[src/rtl/bcd_formatter_if.sv]
// CPU-side access port and display-side write port of the BCD formatter.
interface bcd_formatter_if;
  logic        chip_select_i;
  logic [31:0] write_data_i;
  logic [3:0]  write_mask_i;
  logic [31:0] read_data_o;
  logic        dsp_cs_o;
  logic [31:0] dsp_data_o;
  logic [3:0]  dsp_mask_o;

  // Bus owner: drives CPU accesses, observes status and display writes.
  modport master (
    output chip_select_i, write_data_i, write_mask_i,
    input  read_data_o, dsp_cs_o, dsp_data_o, dsp_mask_o
  );

  // Formatter side.
  modport slave (
    input  chip_select_i, write_data_i, write_mask_i,
    output read_data_o, dsp_cs_o, dsp_data_o, dsp_mask_o
  );
endinterface

[src/rtl/bcd_formatter.sv]
// Binary-to-BCD formatter: converts a CPU-written word with iterative
// double-dabble and issues one full-word write to the seven-segment display.
module bcd_formatter #(
  parameter logic [31:0] OVERFLOW_PATTERN = 32'hEEEE_EEEE
) (
  input  logic          clk_i,
  input  logic          rst_ni,
  bcd_formatter_if.slave bus
);

  localparam int unsigned WordW  = 32;
  localparam int unsigned MaskW  = 4;
  localparam int unsigned BcdW   = 40;
  localparam int unsigned ShiftW = WordW + BcdW;
  localparam int unsigned CntW   = 5;
  localparam int unsigned NibN   = BcdW / 4;

  typedef enum logic [1:0] {
    ST_IDLE    = 2'd0,
    ST_CONVERT = 2'd1,
    ST_EMIT    = 2'd2
  } state_e;

  state_e              state_q, state_d;
  logic [WordW-1:0]    operand_q, operand_d;
  logic [ShiftW-1:0]   shift_q, shift_d;
  logic [CntW-1:0]     count_q, count_d;
  logic                busy_q, busy_d;
  logic                pending_q, pending_d;
  logic                overflow_q, overflow_d;
  logic                dsp_cs_q, dsp_cs_d;
  logic [WordW-1:0]    dsp_data_q, dsp_data_d;
  logic [MaskW-1:0]    dsp_mask_q, dsp_mask_d;

  logic                wr_c;
  logic [WordW-1:0]    merged_c;

  // One double-dabble iteration: correct every BCD nibble, then shift left.
  function automatic logic [ShiftW-1:0] dabble_step(input logic [ShiftW-1:0] s);
    logic [ShiftW-1:0] t;
    logic [3:0]        nib;
    t = s;
    for (int i = 0; i < int'(NibN); i++) begin
      nib = t[WordW + 4*i +: 4];
      if (nib >= 4'd5) nib = nib + 4'd3;
      t[WordW + 4*i +: 4] = nib;
    end
    return {t[ShiftW-2:0], 1'b0};
  endfunction

  // Decode a CPU write and merge the enabled bytes into the operand.
  always_comb begin
    wr_c     = bus.chip_select_i && (bus.write_mask_i != '0);
    merged_c = operand_q;
    for (int b = 0; b < int'(MaskW); b++) begin
      if (bus.write_mask_i[b]) merged_c[8*b +: 8] = bus.write_data_i[8*b +: 8];
    end
  end

  // Next-state and registered-output logic.
  always_comb begin
    state_d    = state_q;
    operand_d  = wr_c ? merged_c : operand_q;
    shift_d    = shift_q;
    count_d    = count_q;
    busy_d     = busy_q;
    pending_d  = pending_q;
    overflow_d = overflow_q;
    dsp_cs_d   = 1'b0;
    dsp_mask_d = '0;
    dsp_data_d = dsp_data_q;

    unique case (state_q)
      ST_IDLE: begin
        if (wr_c) begin
          shift_d = {BcdW'(0), merged_c};
          count_d = '0;
          busy_d  = 1'b1;
          state_d = ST_CONVERT;
        end
      end

      ST_CONVERT: begin
        shift_d = dabble_step(shift_q);
        count_d = count_q + CntW'(1);
        if (wr_c) pending_d = 1'b1;
        if (count_q == '1) state_d = ST_EMIT;
      end

      ST_EMIT: begin
        dsp_cs_d   = 1'b1;
        dsp_mask_d = '1;
        if (shift_q[ShiftW-1 -: 8] != '0) begin
          dsp_data_d = OVERFLOW_PATTERN;
          overflow_d = 1'b1;
        end else begin
          dsp_data_d = shift_q[ShiftW-9 -: WordW];
          overflow_d = 1'b0;
        end
        // A request pending or arriving now restarts straight from the merged operand.
        pending_d = 1'b0;
        if (pending_q || wr_c) begin
          shift_d = {BcdW'(0), operand_d};
          count_d = '0;
          state_d = ST_CONVERT;
        end else begin
          busy_d  = 1'b0;
          state_d = ST_IDLE;
        end
      end

      default: state_d = ST_IDLE;
    endcase
  end

  // State and output registers.
  always_ff @(posedge clk_i or negedge rst_ni) begin
    if (!rst_ni) begin
      state_q    <= ST_IDLE;
      operand_q  <= '0;
      shift_q    <= '0;
      count_q    <= '0;
      busy_q     <= 1'b0;
      pending_q  <= 1'b0;
      overflow_q <= 1'b0;
      dsp_cs_q   <= 1'b0;
      dsp_data_q <= '0;
      dsp_mask_q <= '0;
    end else begin
      state_q    <= state_d;
      operand_q  <= operand_d;
      shift_q    <= shift_d;
      count_q    <= count_d;
      busy_q     <= busy_d;
      pending_q  <= pending_d;
      overflow_q <= overflow_d;
      dsp_cs_q   <= dsp_cs_d;
      dsp_data_q <= dsp_data_d;
      dsp_mask_q <= dsp_mask_d;
    end
  end

  assign bus.read_data_o = {30'b0, overflow_q, busy_q};
  assign bus.dsp_cs_o    = dsp_cs_q;
  assign bus.dsp_data_o  = dsp_data_q;
  assign bus.dsp_mask_o  = dsp_mask_q;

endmodule

[src/flat_wrapper.sv]
// flat-port wrapper written by rule: the top's interface ports become plain ports
module bcd_formatter_flat 
#(
  parameter logic [31:0] OVERFLOW_PATTERN = 32'hEEEE_EEEE
)
  (clk_i, rst_ni, bus_chip_select_i, bus_write_data_i, bus_write_mask_i, bus_read_data_o, bus_dsp_cs_o, bus_dsp_data_o, bus_dsp_mask_o);
  bcd_formatter_if bus_i ();
  input  logic clk_i;
  input  logic rst_ni;
  input wire logic [$bits(bus_i.chip_select_i)-1:0] bus_chip_select_i;
  input wire logic [$bits(bus_i.write_data_i)-1:0] bus_write_data_i;
  input wire logic [$bits(bus_i.write_mask_i)-1:0] bus_write_mask_i;
  output wire logic [$bits(bus_i.read_data_o)-1:0] bus_read_data_o;
  output wire logic [$bits(bus_i.dsp_cs_o)-1:0] bus_dsp_cs_o;
  output wire logic [$bits(bus_i.dsp_data_o)-1:0] bus_dsp_data_o;
  output wire logic [$bits(bus_i.dsp_mask_o)-1:0] bus_dsp_mask_o;
  assign bus_i.chip_select_i = bus_chip_select_i;
  assign bus_i.write_data_i = bus_write_data_i;
  assign bus_i.write_mask_i = bus_write_mask_i;
  assign bus_read_data_o = bus_i.read_data_o;
  assign bus_dsp_cs_o = bus_i.dsp_cs_o;
  assign bus_dsp_data_o = bus_i.dsp_data_o;
  assign bus_dsp_mask_o = bus_i.dsp_mask_o;
  bcd_formatter #(.OVERFLOW_PATTERN(OVERFLOW_PATTERN)) u_core (.clk_i(clk_i), .rst_ni(rst_ni), .bus(bus_i));
endmodule
[config.mk]
export PLATFORM = sky130hd
export DESIGN_NAME = bcd_formatter_flat
export DESIGN_NICKNAME = d
export VERILOG_FILES = /design/src/rtl/bcd_formatter_if.sv /design/src/rtl/bcd_formatter.sv /design/src/flat_wrapper.sv
export SDC_FILE = /design/constraint.sdc
export NUM_CORES = 1
export LEC_CHECK = 0
export CAP_MARGIN = 30
export CORE_AREA = 3 3 128 130
export DETAILED_ROUTE_END_ITERATION = 16
export DIE_AREA = 0 0 131 133
export GPL_TIMING_DRIVEN = 1
export HOLD_SLACK_MARGIN = 0.05
export PLACE_DENSITY = 0.85
export SYNTH_ARGS = -nofsm -noshare
export SYNTH_HDL_FRONTEND = slang
export SYNTH_SLANG_ARGS = --single-unit
[constraint.sdc]
create_clock -name clk_i -period 4 [get_ports clk_i]
set_input_delay 0.8 -clock clk_i [delete_from_list [all_inputs] [get_ports clk_i]]
set_output_delay 0.8 -clock clk_i [all_outputs]
set_load 0.01 [all_outputs]
### Word level (Yosys, flattened, before mapping)

Cells that the tools add are included.

* add/sub/neg operators: 11
* magnitude comparators: 10
* eq/ne operators: 8
* mux-type cells: 33
* reductions and logical operators: 12

Operators with widths (number)
* $pmux 72 s3: 1
* $mux 72: 2
* $mux 32: 2
* $ge 4x3->1 const B: 10
* $mux 4: 10
* $add 4x2->4 const B: 9
* $mux 8: 4
* $pmux 5 s3: 1
* $mux 5: 2
* $ne 2x1->1 const B: 4
* $reduce_bool 8->1: 1
* $pmux 2 s3: 1
* $reduce_and 3->1: 2
* $add 5x1->5 const B: 1
* $eq 5x5->1 const B: 1
* $mux 1: 5
* $mux 2: 2
* $pmux 1 s2: 2
* $reduce_and 2->1: 2
* $reduce_bool 2->1: 2
* $reduce_bool 4->1: 1
* $add 3x2->3 const B: 1
* $mux 3: 1
* $reduce_bool 3->1: 1
* 6 further kinds: 6

* flip-flop bits (word level): 151
* output and inout port bits: 69
* word-level logic and storage cells: 84

### Logic depth before layout (Yosys ltp)

Gate-level depths: netlist of the first run.

* word-level depth: 5
* depth in mapped cells: 10

### Worst setup path after synthesis of the first run

OpenSTA, ideal clock, no wires.

* path kind: input -> register
* start point: input port bus_write_mask_i[1]
* end point: register u_core.shift_q[35]
* data arrival time: 2.074 ns
* path slack: 1.804 ns
* cell stages on the path: 5
* buffers on the path: 1
* cells stage by stage: o41ai_4 -> a2bb2oi_4 -> nor2_1 -> buf_2 -> a32o_1

* word-level cells in the longest chain between the ends: 5

Ends and longest elaborated chain
* from (decl): RTL line flat_wrapper.sv:12 `input wire logic [$bits(bus_i.write_mask_i)-1:0] bus_write_mask_i;`
* $reduce_bool 4->1 *: RTL line bcd_formatter.sv:53 `wr_c = bus.chip_select_i && (bus.write_mask_i != '0);`
* $logic_and 1x1->1 *: RTL line bcd_formatter.sv:53
* $logic_or 1x1->1: RTL line bcd_formatter.sv:102 `if (pending_q || wr_c) begin`
* $ne 2x1->1 (no line)
* $reduce_and 3->1 (no line) *
* to (signal assigned): RTL line bcd_formatter.sv:132 `shift_q <= shift_d;`
* to (decl): RTL line bcd_formatter.sv:26 `logic [ShiftW-1:0] shift_q, shift_d;`

Mark *: on every way between the ends. The rest lies on a longest branch, timed or not.
A chain may end at the register's enable or synchronous reset.

### Worst setup path after layout of the first run

* start point: input port bus_write_mask_i[1]
* end point: register u_core.count_q[3]

* word-level cells in the longest chain between the ends: 5

Ends and longest elaborated chain
* $reduce_bool 4->1 *: RTL line bcd_formatter.sv:53
* $logic_and 1x1->1 *: RTL line bcd_formatter.sv:53
* $logic_or 1x1->1: RTL line bcd_formatter.sv:102
* $ne 2x1->1 (no line)
* $reduce_and 3->1 (no line) *
* to (signal assigned): RTL line bcd_formatter.sv:133 `count_q <= count_d;`
* to (decl): RTL line bcd_formatter.sv:27 `logic [CntW-1:0] count_q, count_d;`

Marks and branches as above.

==> results of run 1 <==
through the flow:
step,power [uW],std cells,worst slack (ps)
after floorplan,2550,775,1800
after CTS,4370,1027,1240
final,4340,1028,1240
after detailed placement,2770,995,813
after global routing,4580,1028,1090
after global placement,2740,995,855
cells by family (layout without fill, tap and decap cells):
group	Yosys count	count (layout)	share of synthesized area
AOI/OAI and AO/OA	181	181	0.164
adders and majority gates	28	28	0.0458
DFF	147	147	0.481
buffers and inverters	115	157	0.0806
and+or+nand+nor	181	181	0.104
xor gates and xnor gates	19	19	0.0218
muxes	74	74	0.102
other	1	30	0.000490
sequential cells by signal, summed over array words and instances (netlist names):
name                   flops
u_core.shift_q            72
u_core.bus.dsp_data_o     32
u_core.operand_q          32
u_core.count_q             5
u_core.state_q             2
u_core.bus.dsp_mask_o      1
u_core.busy_q              1
u_core.overflow_q          1
u_core.pending_q           1
metal layers:
layer  vias to the layer above  GRT usage  part of all wire
met2                       173      0.286              0.48
met3                         7     0.0456             0.057
met1                      2719      0.267              0.46
li1                       2684          -                 -
met5                         -          0                 0
met4                         0     0.0491            0.0069
worst min-delay path by stage:
stage,start,depth (start not counted),end
after floorplan,u_core.count_q[4]$_DFFE_PN0P_,2,u_core.count_q[4]$_DFFE_PN0P_
after global placement,u_core.count_q[4]$_DFFE_PN0P_,2,u_core.count_q[4]$_DFFE_PN0P_
after detailed placement,u_core.count_q[4]$_DFFE_PN0P_,2,u_core.count_q[4]$_DFFE_PN0P_
after CTS,u_core.count_q[4]$_DFFE_PN0P_,2,u_core.count_q[4]$_DFFE_PN0P_
after global routing,rst_ni,1,u_core.shift_q[8]$_DFFE_PN0P_
final,rst_ni,1,u_core.shift_q[8]$_DFFE_PN0P_
report_power, final:
part           switching (uW)  leakage, uW  internal, uW
combinational             593      0.00181           358
clock                     638     0.000276           941
sequential                115      0.00193          1690
synthesized netlist by cell type, types with 2 or more instances:
master / n / share of area
dfrtp_1: 147 / 0.48
xnor2_1: 10 / 0.011
nor2_1: 84 / 0.041
a221oi_1: 32 / 0.037
mux2i_1: 41 / 0.054
a21oi_1: 39 / 0.026
buf_2: 10 / 0.0065
nand3b_1: 2 / 0.0020
a22o_1: 20 / 0.023
nor3_1: 2 / 0.0013
a32o_1: 10 / 0.013
mux2_2: 33 / 0.049
o31ai_1: 11 / 0.011
buf_4: 36 / 0.035
nor2b_1: 2 / 0.0016
or4_1: 9 / 0.0088
xor2_1: 9 / 0.010
o21ai_1: 26 / 0.017
o2bb2ai_1: 2 / 0.0023
buf_6: 5 / 0.0074
nand2_1: 56 / 0.027
and2_1: 3 / 0.0025
nand2b_1: 13 / 0.011
nand3_1: 6 / 0.0039
clkbuf_1: 32 / 0.016
o21ai_0: 27 / 0.018
ha_1: 28 / 0.046
o22ai_1: 8 / 0.0065
inv_1: 32 / 0.016
cell type report:
class | count | share of cell area
multi-input combinational | 513 | 0.384
tap | 211 | 0.0292
inverter | 32 | 0.0133
timing repair buffer | 93 | 0.101
clock inverter | 14 | 0.0172
sequential | 147 | 0.407
clock buffer | 18 | 0.0486
==> run summary, run 1 <==
RUN STATUS
--------------------------------------------------------------------------------------
Outcome ................................................................. finished, final reports clean

GLOBAL ROUTE
--------------------------------------------------------------------------------------
Pin count of the biggest net entering global routing ....................          111
First-pass GRT wire length ..............................................     26800 um
Antenna violations before repair ........................................            0
Vias in the first global route ..........................................         5535
Total congestion overflow ...............................................            0
Gr usage total ..........................................................        0.187

PWR
--------------------------------------------------------------------------------------
Max VDD drop ............................................................     0.328 mV
Ratio of total power to cell area .......................................  480 nW/um^2
Lkg Pwr .................................................................   0.00401 uW

FINAL LAYOUT
--------------------------------------------------------------------------------------
Area delta synth->final .................................................        18.1%
Combined area of the multi-input logic cells ............................    3460 um^2
Filler cell count .......................................................         1237
Antenna diode count .....................................................            0
FF+latch area ...........................................................    3680 um^2
Fraction of final layout cells with drive strength greater than 1 .......        0.106
Final Cell Area .........................................................    9030 um^2
Net count of the finished layout ........................................          871
Most frequent cells in the layout ....................................... dfrtp_1 (147), nor2_1 (84), clkdlybuf4s50_1 (76)
Share of the core filled with cells .....................................        0.592
Most common library cell in the layout ignoring fill and taps ...........      dfrtp_1

CTS
--------------------------------------------------------------------------------------
Source-to-sink clock delay at the later pin of the worst-skew pair ......       410 ps
Total CTS buffers .......................................................           17
Post-CTS setup buffer count .............................................            0
Clock-pin slew of the registers on the worst-case setup and hold paths ..        60 ps
Number of clock sinks ...................................................          147
Post-cts gate resize count ..............................................            0
CTS H-tree lvls .........................................................            4
CTS Hold Buffers Added ..................................................            0
Maximum buffer depth of the clock tree ..................................            2
Clock tree from TritonCTS ...............................................         done
Root Buffer Master ......................................................    clkbuf_16

DETAILED ROUTING
--------------------------------------------------------------------------------------
Number of DRC violations after detailed routing .........................            0
Total iterations of the first detailed-routing run ......................            5
Antenna Violating Nets Remaining ........................................            0
Drt via density .........................................................         5.43
Vias post-DR ............................................................         5583
Drt total wl ............................................................     15900 um
Per-cell routed wire length .............................................      15.4 um
Initial DRC Count .......................................................          406

SETUP PATH
--------------------------------------------------------------------------------------
Largest stage delay on the critical path ................................       660 ps
Worst path arrival time .................................................      3060 ps
Slowest cell on the critical path .......................................      o41ai_4
CP Cell Sequence ........................................................ clkdlybuf4s50_1 -> buf_4 -> o41ai_4 -> a2bb2oi_4 -> buf_4 -> or4b_2 -> nand3_1
Startpoint of the most critical setup path .............................. bus_write_mask_i[1]
Worst flop-to-flop path endpoint ........................................ u_core.shift_q[39]$_DFFE_PN0P_
FF-to-FF path depth .....................................................            6
Count of buffering cells on the critical path with inverters included ...            3
Critical path's top delay family ........................................ buffers and inverters
Largest fanout on the critical path .....................................           64
Critical Path Stages ....................................................            7
Most frequent cell on the critical path .................................        buf_4
Worst setup endpoint .................................................... u_core.count_q[3]$_DFFE_PN0P_
CP startpoint kind ......................................................   input port
Start-to-end type of the worst setup path ...............................       in2reg
Endpoint required time on the critical path .............................      4290 ps
R2r setup slk ...........................................................      1690 ps
Startpoint of the worst register-to-register path ....................... u_core.state_q[1]$_DFFE_PN0P_
Worst Setup End Kind ....................................................    flip-flop

STA
--------------------------------------------------------------------------------------
Worst hold margin .......................................................       176 ps
Number of endpoints failing setup at the final stage ....................            0
Period utilisation layout ...............................................        0.691
Setup clock skew after layout ...........................................      9.50 ps
Min Tclk post-route .....................................................      2760 ps
Worst-margin pin slew ...................................................       744 ps
Hold violation count in the final report ................................            0
Total negative slack ....................................................         0 ps
RSZ-0062 raised after global routing ....................................        false
Relative slew margins ...................................................        0.503
Maximum frequency from static timing analysis ...........................    0.362 GHz
Max Transition Viols Final ..............................................            0

SYNTH
--------------------------------------------------------------------------------------
Netlist cell types ......................................................           40
Synthesized netlist cell count ..........................................          746
Post-synth EDFFs ........................................................            0
Synth warn ..............................................................            0
Sequential fraction of the synthesis area ...............................        0.481
Post-Syn Area per Cell ..................................................    10.3 um^2
Share of flip-flops with an asynchronous set or reset ...................         1.00
FF+latch count, synth ...................................................          147
Synthesized cell area ...................................................    7650 um^2
Main synth FF type ......................................................      dfrtp_1

DIE
--------------------------------------------------------------------------------------
Die ar. .................................................................   17400 um^2
Number of placement rows ................................................           45
Die W ...................................................................       131 um
Area of the placeable core ..............................................   15300 um^2
I/O pin count ...........................................................          108
Die Y ...................................................................       133 um
Initial standard-cell utilization of the core ...........................        0.501

PLACE
--------------------------------------------------------------------------------------
HPWL Detailed ...........................................................      9900 um
Placement Cell Area .....................................................    8410 um^2
Weighted congestion reported at the end of routability-driven placement .        0.772
Total of buffers placed on input and output ports .......................           77

RUN
--------------------------------------------------------------------------------------
Max-cap violations ......................................................            0

WORST HOLD PATH
--------------------------------------------------------------------------------------
Type of the worst min-delay path ........................................     in2async

No activity file was read; power rests on OpenSTA's default activity.
==> inputs of run 2 (changes only) <==
clock period = 2.8 ns   (was 4 ns; I/O delays follow)
==> run 2 against run 1 <==
Sequential share of layout area is 0.33 points lower. Largest cell class unchanged. Combinational power is 47% higher. First-iteration DRC count is 12% lower. Die area stayed put. Non-clock buffer count is 4 higher. Largest power group unchanged. Wire length is 4.3% higher. Clock skew is 6.0 ps lower. Via count is 1.5% higher. Global-route usage is 0.70 points higher. Sequential power is 43% higher. Power is 47% higher.
==> run summary, run 2 (synthesis results as in run 1) <==
RUN STATUS
--------------------------------------------------------------------------------------
Outcome ................................................................. finished, final reports clean

FINAL LAYOUT
--------------------------------------------------------------------------------------
Filler cell count .......................................................         1208
Fraction of final layout cells with drive strength greater than 1 .......        0.111
Net count of the finished layout ........................................          875
Area delta synth->final .................................................        19.1%
Antenna diode count .....................................................            0
Largest Register ........................................................ u_core.shift_q
Most common library cell in the layout ignoring fill and taps ...........      dfrtp_1
Flip-flop count of the largest register, all copies and words added .....           72
Most frequent cells in the layout ....................................... dfrtp_1 (147), nor2_1 (84), clkdlybuf4s50_1 (76)
Final Cell Area .........................................................    9110 um^2

CTS
--------------------------------------------------------------------------------------
CTS H-tree lvls .........................................................            4
Total CTS buffers .......................................................           17
Clock tree from TritonCTS ...............................................         done
Post-cts gate resize count ..............................................            0
Clock-pin slew of the registers on the worst-case setup and hold paths ..        60 ps
Source-to-sink clock delay at the later pin of the worst-skew pair ......       420 ps
CTS Hold Buffers Added ..................................................            0
Root Buffer Master ......................................................    clkbuf_16
Number of clock sinks ...................................................          147
Post-CTS setup buffer count .............................................            0
Maximum buffer depth of the clock tree ..................................            2

SETUP PATH
--------------------------------------------------------------------------------------
Start-to-end type of the worst setup path ...............................      reg2reg
Endpoint required time on the critical path .............................      3160 ps
Largest fanout on the critical path .....................................           36
Worst path arrival time .................................................      2610 ps
CP startpoint kind ......................................................    flip-flop
Worst Setup End Kind ....................................................    flip-flop

STA
--------------------------------------------------------------------------------------
Period utilisation layout ...............................................        0.803
Setup clock skew after layout ...........................................      3.51 ps
Min Tclk post-route .....................................................      2250 ps
Relative slew margins ...................................................        0.552
Max Transition Viols Final ..............................................            0
Number of endpoints failing setup at the final stage ....................            0
Total negative slack ....................................................         0 ps
RSZ-0062 raised after global routing ....................................        false
Worst-margin pin slew ...................................................       672 ps
Maximum frequency from static timing analysis ...........................    0.445 GHz
Hold violation count in the final report ................................            0

DIE
--------------------------------------------------------------------------------------
I/O pin count ...........................................................          108
Initial standard-cell utilization of the core ...........................        0.501
Die W ...................................................................       131 um
Die Y ...................................................................       133 um
Area of the placeable core ..............................................   15300 um^2
Number of placement rows ................................................           45
Die ar. .................................................................   17400 um^2

WORST HOLD PATH
--------------------------------------------------------------------------------------
Type of the worst min-delay path ........................................     in2async

PWR
--------------------------------------------------------------------------------------
Fraction of power consumed by sequential logic ..........................        0.405
Max VDD drop ............................................................     0.419 mV
Switching share of power ................................................        0.303
Clock share of power ....................................................        0.376
Logic pwr share .........................................................        0.219
Ratio of total power to cell area .......................................  702 nW/um^2
Cell internal power dissipation .........................................      4460 uW
Switching component of the power ........................................      1930 uW
Lkg Pwr .................................................................   0.00405 uW

GLOBAL ROUTE
--------------------------------------------------------------------------------------
Vias in the first global route ..........................................         5619
Total congestion overflow ...............................................            0
Gr usage total ..........................................................        0.194
Antenna violations before repair ........................................            0
First-pass GRT wire length ..............................................     27400 um
Pin count of the biggest net entering global routing ....................           71

PLACE
--------------------------------------------------------------------------------------
Weighted congestion reported at the end of routability-driven placement .        0.815
Total of buffers placed on input and output ports .......................           77
HPWL Detailed ...........................................................     10400 um
Placement Cell Area .....................................................    8480 um^2

DETAILED ROUTING
--------------------------------------------------------------------------------------
Drt total wl ............................................................     16600 um
Vias post-DR ............................................................         5665
Initial DRC Count .......................................................          356
Total iterations of the first detailed-routing run ......................            5
Antenna Violating Nets Remaining ........................................            0
Number of DRC violations after detailed routing .........................            0
Drt via density .........................................................         5.49
Per-cell routed wire length .............................................      16.0 um

RUN
--------------------------------------------------------------------------------------
Max-cap violations ......................................................            0

==> run 2: cell types whose count changed in the layout (fill, tap and decap cells not counted), sizes merged <==
cell,previous run,this run
inv,35,32
buf,17,21
clkinv,4,5
bufinv,2,4
==> run 2: metal layers <==
metal	GRT usage	share of wire	vias up
li1	-	-	2696
met1	0.262	0.45	2774
met2	0.302	0.47	175
met3	0.0581	0.066	20
met4	0.0583	0.011	0
met5	0	0	-
==> run 2: power groups by stage <==
stage	Combinational [uW]	Clock, uW	Sequential, uW
CTS	1420	2430	2580
finish	1400	2400	2590
floorplan	1080	0	2570
detailed placement	1390	0	2620
global placement	1350	0	2600
global route	1560	2530	2620
==> run 2: worst paths after layout <==
check | start | endpoint | slack, ps | cells after the start
hold reg to reg | u_core.shift_q[2]$_DFFE_PN0P_ | u_core.shift_q[2]$_DFFE_PN0P_ | 490 | 2
hold / removal | rst_ni | u_core.shift_q[9]$_DFFE_PN0P_ | 70 | 1
max in group asynchronous | rst_ni | u_core.shift_q[43]$_DFFE_PN0P_ | 2010 | 2
setup / recovery | u_core.state_q[1]$_DFFE_PN0P_ | u_core.shift_q[47]$_DFFE_PN0P_ | 550 | 8
min in group clk_i | u_core.shift_q[2]$_DFFE_PN0P_ | u_core.shift_q[2]$_DFFE_PN0P_ | 490 | 2
setup reg to reg | u_core.state_q[1]$_DFFE_PN0P_ | u_core.shift_q[47]$_DFFE_PN0P_ | 550 | 8
==> run 2: layout make-up <==
class                   count  area, um^2  share of cell area
multi-input cells         513        3460               0.380
clock inverters            14         186              0.0205
inverters                  32         120              0.0132
repair buffers             97         955               0.105
well taps                 211         264              0.0290
flip-flops and latches    147        3680               0.404
clock buffers              18         439              0.0482
==> run 2: through the flow <==
stage	std cells	total power, uW	hold slack, ps	utilization	worst slack, ps
6_report	1032	6390	66.2	0.597	551
2_1_floorplan	775	3650	264	-	817
4_1_cts	1032	6430	88.4	0.597	533
5_1_grt	1032	6720	94.1	0.597	410
3_5_place_dp	1000	4010	471	0.556	191
3_3_place_gp	999	3950	461	0.555	271
==> run 2: critical path, stage by stage (launching register included) <==
cell     delay [ps]
dfrtp_1         400
inv_1            80
ha_1            300
buf_4           370
nand2_1         100
buf_4           230
nor2_1          120
buf_4           340
a32o_1          230
